`src/rtl/key_step_pkg.sv`:
```
// Shared encodings and 50 MHz timing defaults for the pushbutton step generator.
// Latency: none (declarations only).
// Backpressure: not applicable.
package key_step_pkg;

  // Default timing at a 50 MHz board clock
  localparam int DEF_DEBOUNCE_CYCLES = 1000000;   // 20 ms
  localparam int DEF_REPEAT_DELAY    = 25000000;  // 500 ms before first repeat
  localparam int DEF_REPEAT_PERIOD   = 5000000;   // 100 ms between repeats
  localparam int DEF_CNT_W           = 25;

  // Debounce / repeat FSM states
  typedef enum logic [2:0] {
    IDLE         = 3'd0,
    PRESS_WAIT   = 3'd1,
    HELD         = 3'd2,
    REPEAT       = 3'd3,
    RELEASE_WAIT = 3'd4
  } state_t;

endpackage

```
`src/rtl/key_step_gen_sync_2ff.sv`:
```
// Two-flop synchronizer for slow asynchronous switch/button inputs.
// Latency: 2 clock cycles from d to q.
// Backpressure: none; samples every cycle.
module sync_2ff #(
  parameter logic RST_VAL = 1'b1
) (
  input  logic clock,
  input  logic reset,
  input  logic d,
  output logic q
);

  logic meta;

  // Two-stage capture; reset loads the idle level so nothing looks like an edge
  always_ff @(posedge clock) begin
    if (reset) begin
      meta <= RST_VAL;
      q    <= RST_VAL;
    end else begin
      meta <= d;
      q    <= meta;
    end
  end

endmodule

```
`src/rtl/key_step_gen.sv`:
```
// Debounces an active-low pushbutton into one-cycle step pulses, with optional hold-to-repeat.
// Latency: step/pressed rise 2 + DEBOUNCE_CYCLES edges after key_n settles low.
// Backpressure: none; step is a fire-and-forget enable for the downstream counter.
module key_step_gen
  import key_step_pkg::*;
#(
  parameter int DEBOUNCE_CYCLES = DEF_DEBOUNCE_CYCLES,
  parameter int REPEAT_DELAY    = DEF_REPEAT_DELAY,
  parameter int REPEAT_PERIOD   = DEF_REPEAT_PERIOD,
  parameter int CNT_W           = DEF_CNT_W
) (
  input  logic clock,
  input  logic reset,
  input  logic key_n,
  input  logic repeat_en,
  output logic step,
  output logic pressed
);

  // Terminal counts: the timer counts 0..N-1, so N edges after entering a state
  localparam logic [CNT_W-1:0] DB_LAST  = CNT_W'(DEBOUNCE_CYCLES - 1);
  localparam logic [CNT_W-1:0] RD_LAST  = CNT_W'(REPEAT_DELAY - 1);
  localparam logic [CNT_W-1:0] RP_LAST  = CNT_W'(REPEAT_PERIOD - 1);
  localparam logic [CNT_W-1:0] CNT_ONE  = CNT_W'(1);

  logic             key_s;
  state_t           state;
  logic [CNT_W-1:0] timer;

  // Released level on reset, so a key held through reset is re-debounced
  sync_2ff #(.RST_VAL(1'b1)) u_sync (
    .clock (clock),
    .reset (reset),
    .d     (key_n),
    .q     (key_s)
  );

  // Debounce/repeat FSM; a key level change always wins over a timer terminal count
  always_ff @(posedge clock) begin
    if (reset) begin
      state   <= IDLE;
      timer   <= '0;
      step    <= 1'b0;
      pressed <= 1'b0;
    end else begin
      step <= 1'b0;
      case (state)
        IDLE: begin
          timer <= '0;
          if (!key_s) begin
            state <= PRESS_WAIT;
          end
        end

        PRESS_WAIT: begin
          if (key_s) begin
            state <= IDLE;
            timer <= '0;
          end else if (timer == DB_LAST) begin
            state   <= HELD;
            timer   <= '0;
            step    <= 1'b1;
            pressed <= 1'b1;
          end else begin
            timer <= timer + CNT_ONE;
          end
        end

        HELD: begin
          if (key_s) begin
            state <= RELEASE_WAIT;
            timer <= '0;
          end else if (repeat_en) begin
            if (timer == RD_LAST) begin
              state <= REPEAT;
              timer <= '0;
              step  <= 1'b1;
            end else begin
              timer <= timer + CNT_ONE;
            end
          end else begin
            // Repeat disabled: hold the delay timer parked at zero
            timer <= '0;
          end
        end

        REPEAT: begin
          if (key_s) begin
            state <= RELEASE_WAIT;
            timer <= '0;
          end else if (!repeat_en) begin
            state <= HELD;
            timer <= '0;
          end else if (timer == RP_LAST) begin
            timer <= '0;
            step  <= 1'b1;
          end else begin
            timer <= timer + CNT_ONE;
          end
        end

        RELEASE_WAIT: begin
          if (!key_s) begin
            // Release bounce: back to held, repeat delay restarts
            state <= HELD;
            timer <= '0;
          end else if (timer == DB_LAST) begin
            state   <= IDLE;
            timer   <= '0;
            pressed <= 1'b0;
          end else begin
            timer <= timer + CNT_ONE;
          end
        end

        default: begin
          state   <= IDLE;
          timer   <= '0;
          pressed <= 1'b0;
        end
      endcase
    end
  end

endmodule
```
`config.mk`:
```
export PLATFORM = sky130hd
export DESIGN_NAME = key_step_gen
export DESIGN_NICKNAME = d
export VERILOG_FILES = /design/src/rtl/key_step_pkg.sv /design/src/rtl/key_step_gen_sync_2ff.sv /design/src/rtl/key_step_gen.sv
export SDC_FILE = /design/constraint.sdc
export NUM_CORES = 1
export LEC_CHECK = 0
export ABC_AREA = 1
export BUFFER_PORTS_ARGS = -buffer_cell sky130_fd_sc_hd__buf_4
export CAP_MARGIN = 25
export CELL_PAD_IN_SITES_DETAIL_PLACEMENT = 1
export CELL_PAD_IN_SITES_GLOBAL_PLACEMENT = 2
export CORE_MARGIN = 2
export CORE_UTILIZATION = 34
export DETAILED_ROUTE_END_ITERATION = 8
export GPL_TIMING_DRIVEN = 0
export PLACE_DENSITY = 0.87
export SYNTH_ARGS = -nofsm -noshare
export SYNTH_HDL_FRONTEND = slang
export SYNTH_HIERARCHICAL = 1
export SYNTH_SLANG_ARGS = --single-unit
export TNS_END_PERCENT = 20
```
`constraint.sdc`:
```
create_clock -name clock -period 2.1 [get_ports clock]
set_input_delay 0.105 -clock clock [delete_from_list [all_inputs] [get_ports clock]]
set_output_delay 0.105 -clock clock [all_outputs]
set_load 0.005 [all_outputs]
```
Word-level counts from Yosys, hierarchy flattened

Index checks and enable logic that the tools add are counted.

Output and inout bits: 2
Logic and storage cells: 64
Flip-flop bits (word level): 32

Add/sub/neg operators: 1
Bitwise gates (word level): 1
Reduce and logical (&&, ||, !) cells: 4
Eq/ne operators: 17
Muxes and demuxes: 35

Operators with widths:

| cell                    | count |
|---|---|
| $mux W25                | 9 |
| $pmux W25 S4            | 1 |
| $mux W3                 | 10 |
| $add A25 B1 Y25 const B | 1 |
| $eq A25 B20 Y1 const B  | 1 |
| $eq A25 B23 Y1 const B  | 1 |
| $eq A25 B25 Y1 const B  | 1 |
| $pmux W3 S5             | 1 |
| $mux W1                 | 12 |
| $ne A3 B2 Y1 const B    | 4 |
| $ne A2 B2 Y1 const B    | 4 |
| $eq A3 B2 Y1 const B    | 2 |
| $pmux W1 S3             | 2 |
| $reduce_and A6 Y1       | 1 |
| $reduce_and A5 Y1       | 1 |
| $eq A3 B1 Y1 const B    | 1 |
| $eq A3 B3 Y1 const B    | 1 |
| $logic_not A3 Y1        | 1 |
| $ne A3 B3 Y1 const B    | 1 |
| $reduce_or A3 Y1        | 1 |
| $ne A2 B1 Y1 const B    | 1 |
| $not A1 Y1              | 1 |

Longest topological paths before layout

Depth after elaboration: 5
Gate-level depth with buffers: 11
Depth with buffers taken out: 11

Cells and area by module

Netlist, hierarchy kept.

By module, submodules not included:

| module       | cells each | instances | area each (um^2) | sequential area each (um^2) |
|---|---|---|---|---|
| key_step_gen | 322        | 1         | 2038.2           | 600.6 |
| sync_2ff     | 7          | 1         | 58.8             | 40.0 |

Worst setup path before layout

OpenSTA, ideal clock, no wires.

Path kind: reg2reg
Start: register timer[0]
End: register timer[21]
Stages on the path, launching flop included: 10
Buffers on the path: 1
Data arrival time: 1.428 ns
Setup slack: 0.565 ns
Required time: 1.993 ns
Setup time: 0.107 ns
Clock period less this slack: 1.535 ns
Cell sequence: dfxtp_1 -> ha_1 -> nand3_2 -> nor2_8 -> nand3_1 -> nand2_1 -> nand3_4 -> buf_6 -> nand2_2 -> inv_2

Longest elaborated chain between the ends: 5
Elaborated cells on any way between the ends: 14
Classes of those cells: 1 x add/sub; 3 x eq/ne; 10 x mux

RTL lines:

| item                                    | RTL line                               | text |
|---|---|---|
| start, declared                         | key_step_gen.sv:28                     | `logic [CNT_W-1:0] timer;` |
| start signal, assigned                  | key_step_gen.sv:65                     | `timer <= timer + CNT_ONE;` |
| start signal, assigned                  | key_step_gen.sv:79                     | `timer <= timer + CNT_ONE;` |
| start signal, assigned                  | key_step_gen.sv:98                     | `timer <= timer + CNT_ONE;` |
| $add A25 B1 Y25 (tied with other cells) | n/a                                    |  |
| $mux W25, on equally long branches      | key_step_gen.sv:94, key_step_gen.sv:74 |  |
| $mux W25, on equally long branches      | key_step_gen.sv:91, key_step_gen.sv:73 |  |
| $mux W25, on equally long branches      | key_step_gen.sv:88, key_step_gen.sv:70 |  |
| $pmux W25 S4 (*)                        | key_step_gen.sv:47                     | `case (state)` |

Every way passes the cells marked *; elsewhere a longest branch is shown, timed or not.
A chain may end at the register's enable or synchronous reset.

Worst setup path in the final report

Start: register timer[0]
End: register timer[14]

Same word-level chain as after synthesis.

==> summary.md <==
| Metric | Value |
|---|---|
| Net Count, Synth | ~330 |
| Worst path buffer plus inverter count | 2 |
| Vias in the first global route | 1,964 |
| Clock Tree Buf Depth | 2 |
| DP Area | approximately 2200 um2 |
| Clk_lat worst skew | around 0.28 ns |
| Initial DRT Pass Iterations | 4 |
| Post-route setup TNS | 0 ns |
| Initial Util | between 30% and 40% |
| Clk slew on worst S/H paths | roughly 0.07 ns |
| Final wirelength | approximately 5.6 mm |
| PwrDens | between 600 and 700 nW/um2 |
| Setup CP Type | reg -> reg |
| CTS H-tree depth | 2 |
| DR DRC count | 0 |
| Drt wl/cell | about 13 um |
| Setup repair after global routing missed its margin | false |
| Initial antenna violation count | 0 |
| Die H | approximately 83 um |
| Hold Path Class | in -> reg |
| Clock period minus worst slack | around 1.8 ns |
| Mapped cell area | between 2000 and 2500 um2 |
| Post-synthesis sequential area ratio | a little under a third |
| Total Nets Final | 348 |
| Layout filler cell count | 800 |
| Final period util | between 80% and 90% |
| Setup Viol. Count Final | 0 |
| Vias per inst | 4.71 |
| Peak VDD IR | 302 uV |
| Fin cells | between 400 and 500 |
| Avg Cell Area, Syn | approximately 6.4 um2 |
| Ranking of synthesized cells by area | dfxtp_1 (31%), nand2_1 (13%), nor2_1 (10%), inv_1 (9.1%), nand3_1 (5.0%) |
| Die Wd | 82.5 um |
| Layout cell share with drive strength beyond 1 | approximately 17% |
| Largest stage delay, worst path | around 0.36 ns |
| Ys async rst share | 0% |
| Setup ws final | between 0.2 and 0.3 ns |
| Clk sinks | 32 |
| Most frequent cell after synthesis | nand2_1 |
| Cells after Synth | 329 |
| Diode count | 0 |
| Cts bufs inserted | 5 |
| Post-synth EDFFs | 0 |
| Layout area overhead | 11.8% |
| WP data required | roughly 2.3 ns |
| Most used DFF post-synth | dfxtp_1 |
| CTS tree | yes |
| Crit path max-delay cell type | dfxtp_1 |
| Crit. End Element | flop |
| Antenna-violating nets left | 0 |
| Crit path top cell by count | nand3_4 |
| YS warnings | 6 |
| Largest net degree at the start of global routing | 11 |
| DRT iter0 DRCs | 72 |
| Worst setup SP type | flop |
| Tot GR Track Use | 19.0% |
| Crit path arrival time | just under 2 ns |
| Fmax | between 0.5 and 0.6 GHz |
| Grt total ovfl | 0 |
| Post-cts resize count | 0 |
| Final Instance Area | approximately 2300 um2 |
| Critical-path maximum fanout | 10 |
| Synth top cells by count | nand2_1 (70), nor2_1 (58), inv_1 (51) |
| DR vias | approximately 2,000 |
| First-pass GRT wire length | between 9 and 10 mm |
| CP cell instances | ha_1 > nand3_2 > nor2_8 > nand3_4 > nand2_2 > nand3_4 > buf_6 > nand3_1 > inv_1 |
| Final GP Congestion | 0.802 |
| Max cap viols | 0 |
| CP delay by family, top | simple AND/OR/NAND/NOR gates |
| I/O pin count | 6 |
| Std cell rows | 28 |
| DP Wirelength | 4.55 mm |
| Slew Viols, Final | 0 |
| Dpl cells | between 400 and 500 |
| Unique masters post-synth | 33 |
| Pre-CTS setup slack | ~0.28 ns |
| Yosys top cell area share | a little under a third |
| Clock skew | 0.00638 ns |
| Clock Tree Root | clkbuf_8 |
| Tightest Pin Transition | roughly 0.42 ns |
| Core Region | just under 6000 um2 |
| Synth area leader | dfxtp_1 |
| Slew HR | between 70% and 80% |
| Die area | 6810 um2 |
| Final Hold Vio Count | 0 |
| Status | finished clean |
| # port buffers | 5 |
| Synth Register Bits | 32 |
| Leakage power total | approximately 1.1 nW |
## kinds of logic after synthesis
logic type               count (synthesis)  synth area share (%)
XOR/XNOR                                11                  4.59
buffers and inverters                   71                  13.8
AND/OR/NAND/NOR                        200                  46.8
flip-flops                              32                  30.5
adder cells (fa/ha/maj)                  1                 0.597
AO/OA/AOI/OAI                           14                  3.58
## cell usage in the layout, fill, tap and decap left out, drive strengths merged, types with 3 or more instances in the layout
cell | Yosys | routed
buf | 4 | 9
nor3 | 8 | 8
inv | 67 | 67
a21oi | 5 | 5
o21ai | 6 | 6
nand3 | 26 | 26
dfxtp | 32 | 32
nand4 | 13 | 13
nand2 | 82 | 82
nor4 | 3 | 3
clkbuf | 0 | 7
nor2 | 63 | 63
xor2 | 9 | 9
## worst min-delay path: cells and delay by family
family | cells | cell delay [ns]
simple gates | 5 | 0.33
buf+inv | 1 | 0.09
## power breakdown
| part | switching (W) | internal, W | total, W | leakage [nW] |
|---|---|---|---|---|
| registers | 0.0000297 | 0.000631 | 0.000660 | 0.259 |
| clock network | 0.000221 | 0.000292 | 0.000513 | 0.0503 |
| logic | 0.000265 | 0.000119 | 0.000384 | 0.820 |
## final timing paths
path | start | endpoint | slack [ns] | cells past startpoint
max | timer[0]$_SDFF_PP0_ | timer[14]$_SDFF_PP0_ | 0.29 | 9
min | repeat_en | state[1]$_SDFFE_PP0P_ | 0.29 | 6
max reg2reg | timer[0]$_SDFF_PP0_ | timer[14]$_SDFF_PP0_ | 0.29 | 9
min reg2reg | u_sync/meta$_SDFF_PP1_ | u_sync/q$_SDFF_PP1_ | 0.40 | 2
## cell type report
class                   instances  area, um2  share of cell area [%]
inverters                      67        251                    10.7
well taps                      75       93.8                    4.00
multi-input cells             226       1170                    49.7
flip-flops and latches         32        641                    27.3
clock buffers                   7       96.3                    4.11
plain buffers                   4       38.8                    1.65
repair buffers                  7       57.6                    2.45
## sequential cells by signal (all words and copies together), names as in the netlist
register	cells
state	3
u_sync/q	1
timer	25
u_sync/meta	1
step	1
pressed	1
## layer usage
layer  up-vias  track usage [%]  wire [um]
met3         6             3.59        118
met5         -                0          0
met4         0             4.43         69
met2        11             30.9       2560
li1       1034                -          -
met1       918             26.0       2890
## metrics by stage
| step | total power (W) | hold WS, ns | utilization, % |
|---|---|---|---|
| floorplan | 0.000951 | 0.174 | - |
| global placement | 0.00106 | 0.281 | 37.4 |
| detailed placement | 0.00106 | 0.288 | 37.4 |
| CTS | 0.00159 | 0.287 | 39.4 |
| global route | 0.00166 | 0.319 | 39.4 |
| finish | 0.00156 | 0.290 | 39.4 |
## timing repair
item                                   in CTS  in global routing
hold buffers                                2                  0
endpoints found under the hold margin       2                  0
setup buffers                               0                  0
Note: power is estimated with default switching activity, not from simulation.
